--- config.mk ---
export PLATFORM = sky130hd
export DESIGN_NAME = fetch_ctrl
export DESIGN_NICKNAME = d
export VERILOG_FILES = /design/src/rtl/fetch_ctrl.sv
export SDC_FILE = /design/constraint.sdc
export NUM_CORES = 1
export LEC_CHECK = 0
export BUFFER_PORTS_ARGS = -buffer_cell sky130_fd_sc_hd__buf_4
export CORE_MARGIN = 2
export CORE_UTILIZATION = 51
export DETAILED_ROUTE_END_ITERATION = 6
export HOLD_SLACK_MARGIN = 0.03
export PLACE_DENSITY = 0.8
export SETUP_SLACK_MARGIN = 0.2
export SLEW_MARGIN = 20
export SYNTH_ARGS = -nofsm -noshare
export SYNTH_HDL_FRONTEND = slang
export SYNTH_SLANG_ARGS = --single-unit
--- constraint.sdc ---
create_clock -name clk -period 2.5 [get_ports clk]
set_input_delay 0.75 -clock clk [delete_from_list [all_inputs] [get_ports clk]]
set_output_delay 0.75 -clock clk [all_outputs]
set_load 0.01 [all_outputs]
--- src/rtl/fetch_ctrl.sv ---
// Instruction fetch controller: streams 16-bit words from code memory into a
// single instruction register, with stall, redirect, halt detection and restart.
module fetch_ctrl #(
    parameter logic [4:0] HALT_OP = 5'b11111
) (
    input  logic        clk,
    input  logic        reset_n,
    input  logic        start,
    output logic [7:0]  addr,
    input  logic [15:0] data,
    output logic [15:0] ir,
    output logic [7:0]  ir_pc,
    output logic        ir_valid,
    input  logic        ir_ready,
    input  logic        jump,
    input  logic [7:0]  jump_addr,
    output logic        halted,
    output logic        busy,
    output logic [15:0] fetch_count
);

    typedef enum logic [1:0] {
        IDLE = 2'd0,
        RUN  = 2'd1,
        HALT = 2'd2
    } state_t;

    state_t      state_r, state_s;
    logic [7:0]  pc_r, pc_s;
    logic [15:0] ir_r, ir_s;
    logic [7:0]  ir_pc_r, ir_pc_s;
    logic        ir_valid_r, ir_valid_s;
    logic [15:0] count_r, count_s;
    logic        accept_s;
    logic        load_s;

    assign accept_s = ir_valid_r & ir_ready;
    assign load_s   = ~ir_valid_r | ir_ready;

    // Next-state and datapath update for the three-state fetch FSM
    always_comb begin
        state_s    = state_r;
        pc_s       = pc_r;
        ir_s       = ir_r;
        ir_pc_s    = ir_pc_r;
        ir_valid_s = ir_valid_r;
        count_s    = count_r;
        case (state_r)
            IDLE, HALT: begin
                if (start) begin
                    state_s    = RUN;
                    pc_s       = 8'd0;
                    ir_valid_s = 1'b0;
                    count_s    = 16'd0;
                end else begin
                    state_s = state_r;
                end
            end
            RUN: begin
                if (start) begin
                    pc_s       = 8'd0;
                    ir_valid_s = 1'b0;
                    count_s    = 16'd0;
                end else begin
                    // the instruction leaving ir counts even if this cycle flushes or halts
                    if (accept_s && (count_r != 16'hFFFF)) begin
                        count_s = count_r + 16'd1;
                    end else begin
                        count_s = count_r;
                    end
                    if (jump) begin
                        pc_s       = jump_addr;
                        ir_valid_s = 1'b0;
                    end else if (load_s) begin
                        if (data[15:11] == HALT_OP) begin
                            ir_valid_s = 1'b0;
                            state_s    = HALT;
                        end else begin
                            ir_s       = data;
                            ir_pc_s    = pc_r;
                            ir_valid_s = 1'b1;
                            pc_s       = pc_r + 8'd1;
                        end
                    end else begin
                        pc_s = pc_r;
                    end
                end
            end
            default: begin
                state_s    = IDLE;
                ir_valid_s = 1'b0;
            end
        endcase
    end

    // State and datapath registers with asynchronous clear
    always_ff @(posedge clk or negedge reset_n) begin
        if (!reset_n) begin
            state_r    <= IDLE;
            pc_r       <= 8'd0;
            ir_r       <= 16'h0000;
            ir_pc_r    <= 8'd0;
            ir_valid_r <= 1'b0;
            count_r    <= 16'd0;
        end else begin
            state_r    <= state_s;
            pc_r       <= pc_s;
            ir_r       <= ir_s;
            ir_pc_r    <= ir_pc_s;
            ir_valid_r <= ir_valid_s;
            count_r    <= count_s;
        end
    end

    assign addr        = pc_r;
    assign ir          = ir_r;
    assign ir_pc       = ir_pc_r;
    assign ir_valid    = ir_valid_r;
    assign fetch_count = count_r;
    assign busy        = (state_r == RUN);
    assign halted      = (state_r == HALT);

endmodule

# Word level (Yosys, flattened, before mapping)
# Cells that the tools add are included.
[classes] order_cmp=0 div=0 n_bitwise=6 eq_ne=12 reduce_logical=9 addsub=2 n_mux=22 shifts=0 n_mul=0
[op_table] operator="16-bit two-way mux" n=3
[op_table] operator="8-bit two-way mux" n=5
[op_table] operator="16-bit case mux with 2 select lines" n=1
[op_table] operator="16-bit by 1-bit adder with 16-bit output (second input constant)" n=1
[op_table] operator="16-bit != test (second input constant)" n=1
[op_table] operator="8-bit case mux with 2 select lines" n=1
[op_table] operator="2-bit two-way mux" n=5
[op_table] operator="5-bit AND reduction" n=2
[op_table] operator="8-bit by 1-bit adder with 8-bit output (second input constant)" n=1
[op_table] operator="2-bit != test (second input constant)" n=3
[op_table] operator="5-bit equality test (second input constant)" n=1
[op_table] operator="1-bit two-way mux" n=5
[op_table] operator="2-bit by 1-bit != test with 1-bit output (second input constant)" n=2
[op_table] operator="4-bit by 3-bit != test with 1-bit output (second input constant)" n=1
[op_table] operator="4-bit != test (second input constant)" n=1
[op_table] operator="1-bit NOT" n=4
[op_table] operator="2-bit case mux with 2 select lines" n=1
[op_table] operator="4-bit AND reduction" n=1
[op_table] operator="3-bit by 2-bit != test with 1-bit output (second input constant)" n=1
[op_table] operator="3-bit AND reduction" n=1
[op_table] operator="2-bit by 1-bit equality test with 1-bit output (second input constant)" n=1
[op_table] operator="2-bit equality test (second input constant)" n=1
[op_table] operator="2-bit zero test" n=1
[op_table] operator="1-bit case mux with 2 select lines" n=1
[op_table] operator="other kinds (6)" n=6
[totals] mem_bits_ro=0 ramBits=0 elab_cells=57 input_bits=29 register_bits=51 latchBits=0 mem_count=0

# Depth between registers and ports, before layout
[depth] ltp_word=6 mapped_depth=8 depth_no_buf=6

# Worst setup path after synthesis
# No wires, ideal clock.
[synth_path] path_type="input -> register" startpoint="input jump" endpoint="register ir_r[0], in the netlist ir[0]" path_buffers=3 arrival_time_ns=2.200 path_stages=6 slack_ns=0.175 cell_sequence="clkbuf_1 -> or4_4 -> buf_6 -> nor2_8 -> buf_12 -> mux2_4"
[synth_between] elab_chain_len=2
[synth_lines] item="from (decl)" line_no="15" rtl="input logic jump,"
[synth_lines] item="1-bit NOT (no line)"
[synth_lines] item="5-bit AND reduction (no line)"
[synth_lines] item="to (signal assigned)" line_no="108" rtl="ir_r <= ir_s;"
[synth_lines] item="to (decl)" line_no="30" rtl="logic [15:0] ir_r, ir_s;"
# No other way between the ends.
# A chain may end at the register's enable or synchronous reset.

# Worst setup path in the final report
[layout_path] startpoint="register state_r[0]" endpoint="register ir_pc_r[0], in the netlist ir_pc[0]"
[layout_between] elab_chain_len=2
[layout_lines] item="from (decl)" line_no="28" rtl="state_t state_r, state_s;"
[layout_lines] item="from (signal assigned)" line_no="106" rtl="state_r <= state_s;"
[layout_lines] item="2-bit by 1-bit equality test with 1-bit output" line_no="48" rtl="case (state_r)"
[layout_lines] item="5-bit AND reduction (no line)"
[layout_lines] item="to (signal assigned)" line_no="109" rtl="ir_pc_r <= ir_pc_s;"
[layout_lines] item="to (decl)" line_no="31" rtl="logic [7:0] ir_pc_r, ir_pc_s;"
# No other way between the ends.

==> results.yml <==
layout:
  fin_nets: 354
  area_growth_pct: 28.9
  fillers: 397
  multi_input_area_mm2: 0.00121
  stdcell_area_mm2: 0.00332
  drive_above_1_share: 0.365
  regArea_mm2: 0.00128
  diodes: 0
place:
  dpl_cell_area_mm2: 0.00322
  place_ws_ns: 0.145
  routabilityCongestion: 0.868
  numPortBuffers: 79
  dp_hpwl_um: 4270
logic_synthesis:
  syn_avg_cell_area_um2: 10.6
  ys_async_sr_fraction: 1.00
  synth_seq_cells: 51
  synthCells: 243
  synth_top_area_frac: 0.495
  yosysMostFrequentCell: "dfrtp_1"
  synth_edf_count: 0
  ys_types: 52
  syn_nets: 274
  ys.flop_type: "dfrtp_1"
  ys_warn_count: 0
  synth_common_cells: "dfrtp_1, o21ai_0, nor2_1"
  synth_area_mm2: 0.00258
  synth_area_leaders: "dfrtp_1, mux2_4, o21ai_0, nor2_1, nand2_1"
  yosysTopAreaCell: "dfrtp_1"
  ys_seq_area_frac: 0.495
worst_setup_path:
  start_kind: "register"
  worst-path-max-fanout: 26
  cp_data_arrival_time_ns: 2.33
  crit_chain: "nand2b_4, or4_4, nor2_8, buf_12, mux2_2"
  cp_slowest_stage_delay_ns: 0.64
  reg2reg_from: "state_r[0]"
  crit_type: "reg2reg"
  cp-startpoint: "state_r[0]"
  cp.required_ns: 2.69
  slowest_stage: "or4_4"
  endpoint_kind: "register"
drt:
  first_pass_iters: 4
  drt_iter0_markers: 171
  ant_nets: 0
  drc: 0
  routed_wl_um: 5920
  routedWlPerCell_um: 15.2
  viasPerCell: 5.54
  num_vias: 2162
sta:
  fin_skew_ns: 0.00407
  tns_ns: 0
  worstMarginPinSlew_ns: 0.627
  finalHoldViolCount: 0
  relSlewSlack: 0.582
  grt_setup_unrepaired: "false"
  fin_crit_sh: 0.855
  slew_viol_final: 0
  period_minus_slack_ns: 2.14
  fmax_mhz: 468
  finalSetupViolCount: 0
  worst_slack_ns: 0.362
grt:
  grt_pass1_vias: 2070
  grt_pass1_wl_um: 9670
  grtUsageTotal: 0.224
  grt_max_degree: 52
  grt_overflow_total: 0
  antenna_found_initial: 0
die:
  core_mm2: 0.00479
  initial_core_util: 0.538
  dieArea_mm2: 0.00564
  rows: 25
  io_pins: 80
  fp.dieW_um: 75.1
  die_y_um: 75.1
clocking:
  postCtsHoldBufs: 0
  clk_pin_slew_worst_paths_ns: 0.08
  cts.sinks: 51
  cts_made_buffers: 5
  post-cts-setup-buffer-count: 0
  clk_path_buf_depth: 2
  clock_latency_ns: 0.30
  post_cts_resized: 0
  cts_htree_levels: 2
  cts_tree: "built"
  cts_root_buf: "clkbuf_8"
power:
  ir_worst_vdd_v: 0.000335
  leakagePower_nw: 1.58
  p_per_area_mw_per_mm2: 559
status:
  status: "finished, final reports clean"
job:
  drv_cap: 0
hold_path:
  min_path_type: "in2async"
[metrics by stage]
stage	hold WS [ns]	total power, W	utilization	instances
detailed placement	0.484	0.00140	0.673	383
CTS	0.485	0.00188	0.692	390
floorplan	0.454	0.00119	-	243
finish	0.455	0.00186	0.694	390
global placement	0.482	0.00139	0.673	383
global route	0.508	0.00194	0.694	390
[cells in the final DEF (no fill, tap or decap), drive strengths merged, types with 2 or more instances in the layout]
cell | netlist | final
nand2 | 18 | 18
nand3 | 13 | 13
xor2 | 2 | 2
xnor2 | 2 | 2
nor3 | 6 | 6
mux2 | 19 | 19
clkbuf | 5 | 6
and3 | 5 | 5
a21oi | 11 | 11
and4 | 2 | 2
a21o | 3 | 3
nand4 | 7 | 7
o21ai | 27 | 27
o22a | 5 | 5
inv | 4 | 4
nor3b | 2 | 2
nor2 | 22 | 22
o31ai | 3 | 3
nand2b | 3 | 3
nor2b | 3 | 3
a22o | 2 | 2
ha | 2 | 2
dfrtp | 51 | 51
buf | 7 | 85
a31oi | 3 | 3
[registers in the layout, indices dropped and copies added, names as in the netlist]
register and cells:
ir_valid 1, ir 16, addr 8, state_r 2
fetch_count 16, ir_pc 8
[logic make-up after synthesis]
group	Yosys count	share of synthesized area
flops	51	0.495
buf+inv	16	0.0398
compound gates	62	0.152
xor+xnor	4	0.0136
simple gates	88	0.184
fa+ha+maj	2	0.00971
mux	20	0.106
[critical path: cells and delay by family (launching register included)]
family,cells,cell delay [ns]
buf+inv,1,0.20
flops,1,0.56
mux,1,0.36
simple gates,3,0.90
[layer usage]
layer,share of wire,routed length (um),vias up,global-route usage
li1,-,-,1043,-
met1,0.44,2610,1046,0.303
met2,0.49,2920,66,0.368
met3,0.057,338,7,0.0482
met4,0.0081,48,0,0.0556
met5,0,0,-,0
[power by group]
part	leakage, nW	total (W)	switching, W	internal [W]
registers	0.656	0.000970	0.0000625	0.000907
clock network	0.0470	0.000476	0.000258	0.000218
logic	0.881	0.000413	0.000171	0.000242
total	1.58	0.00186	0.000491	0.00137
[final cells by class]
type | instances | share of cell area
clock inverters | 1 | 0.00151
well taps | 67 | 0.0252
multi-input cells | 176 | 0.364
inverters | 4 | 0.00452
clock buffers | 6 | 0.0249
flip-flops and latches | 51 | 0.384
repair buffers | 85 | 0.196
[path summary, 6_finish.rpt]
path,cells after the start,end,slack [ns]
max,5,ir_pc[0],0.36
min,1,ir[12],0.46
max reg2reg,5,ir_pc[0],0.36
min reg2reg,1,ir[13],0.50
max in group asynchronous,1,ir_pc[0],1.62
min in group clk,1,ir[13],0.50
No activity file was read; power rests on OpenSTA's default activity.
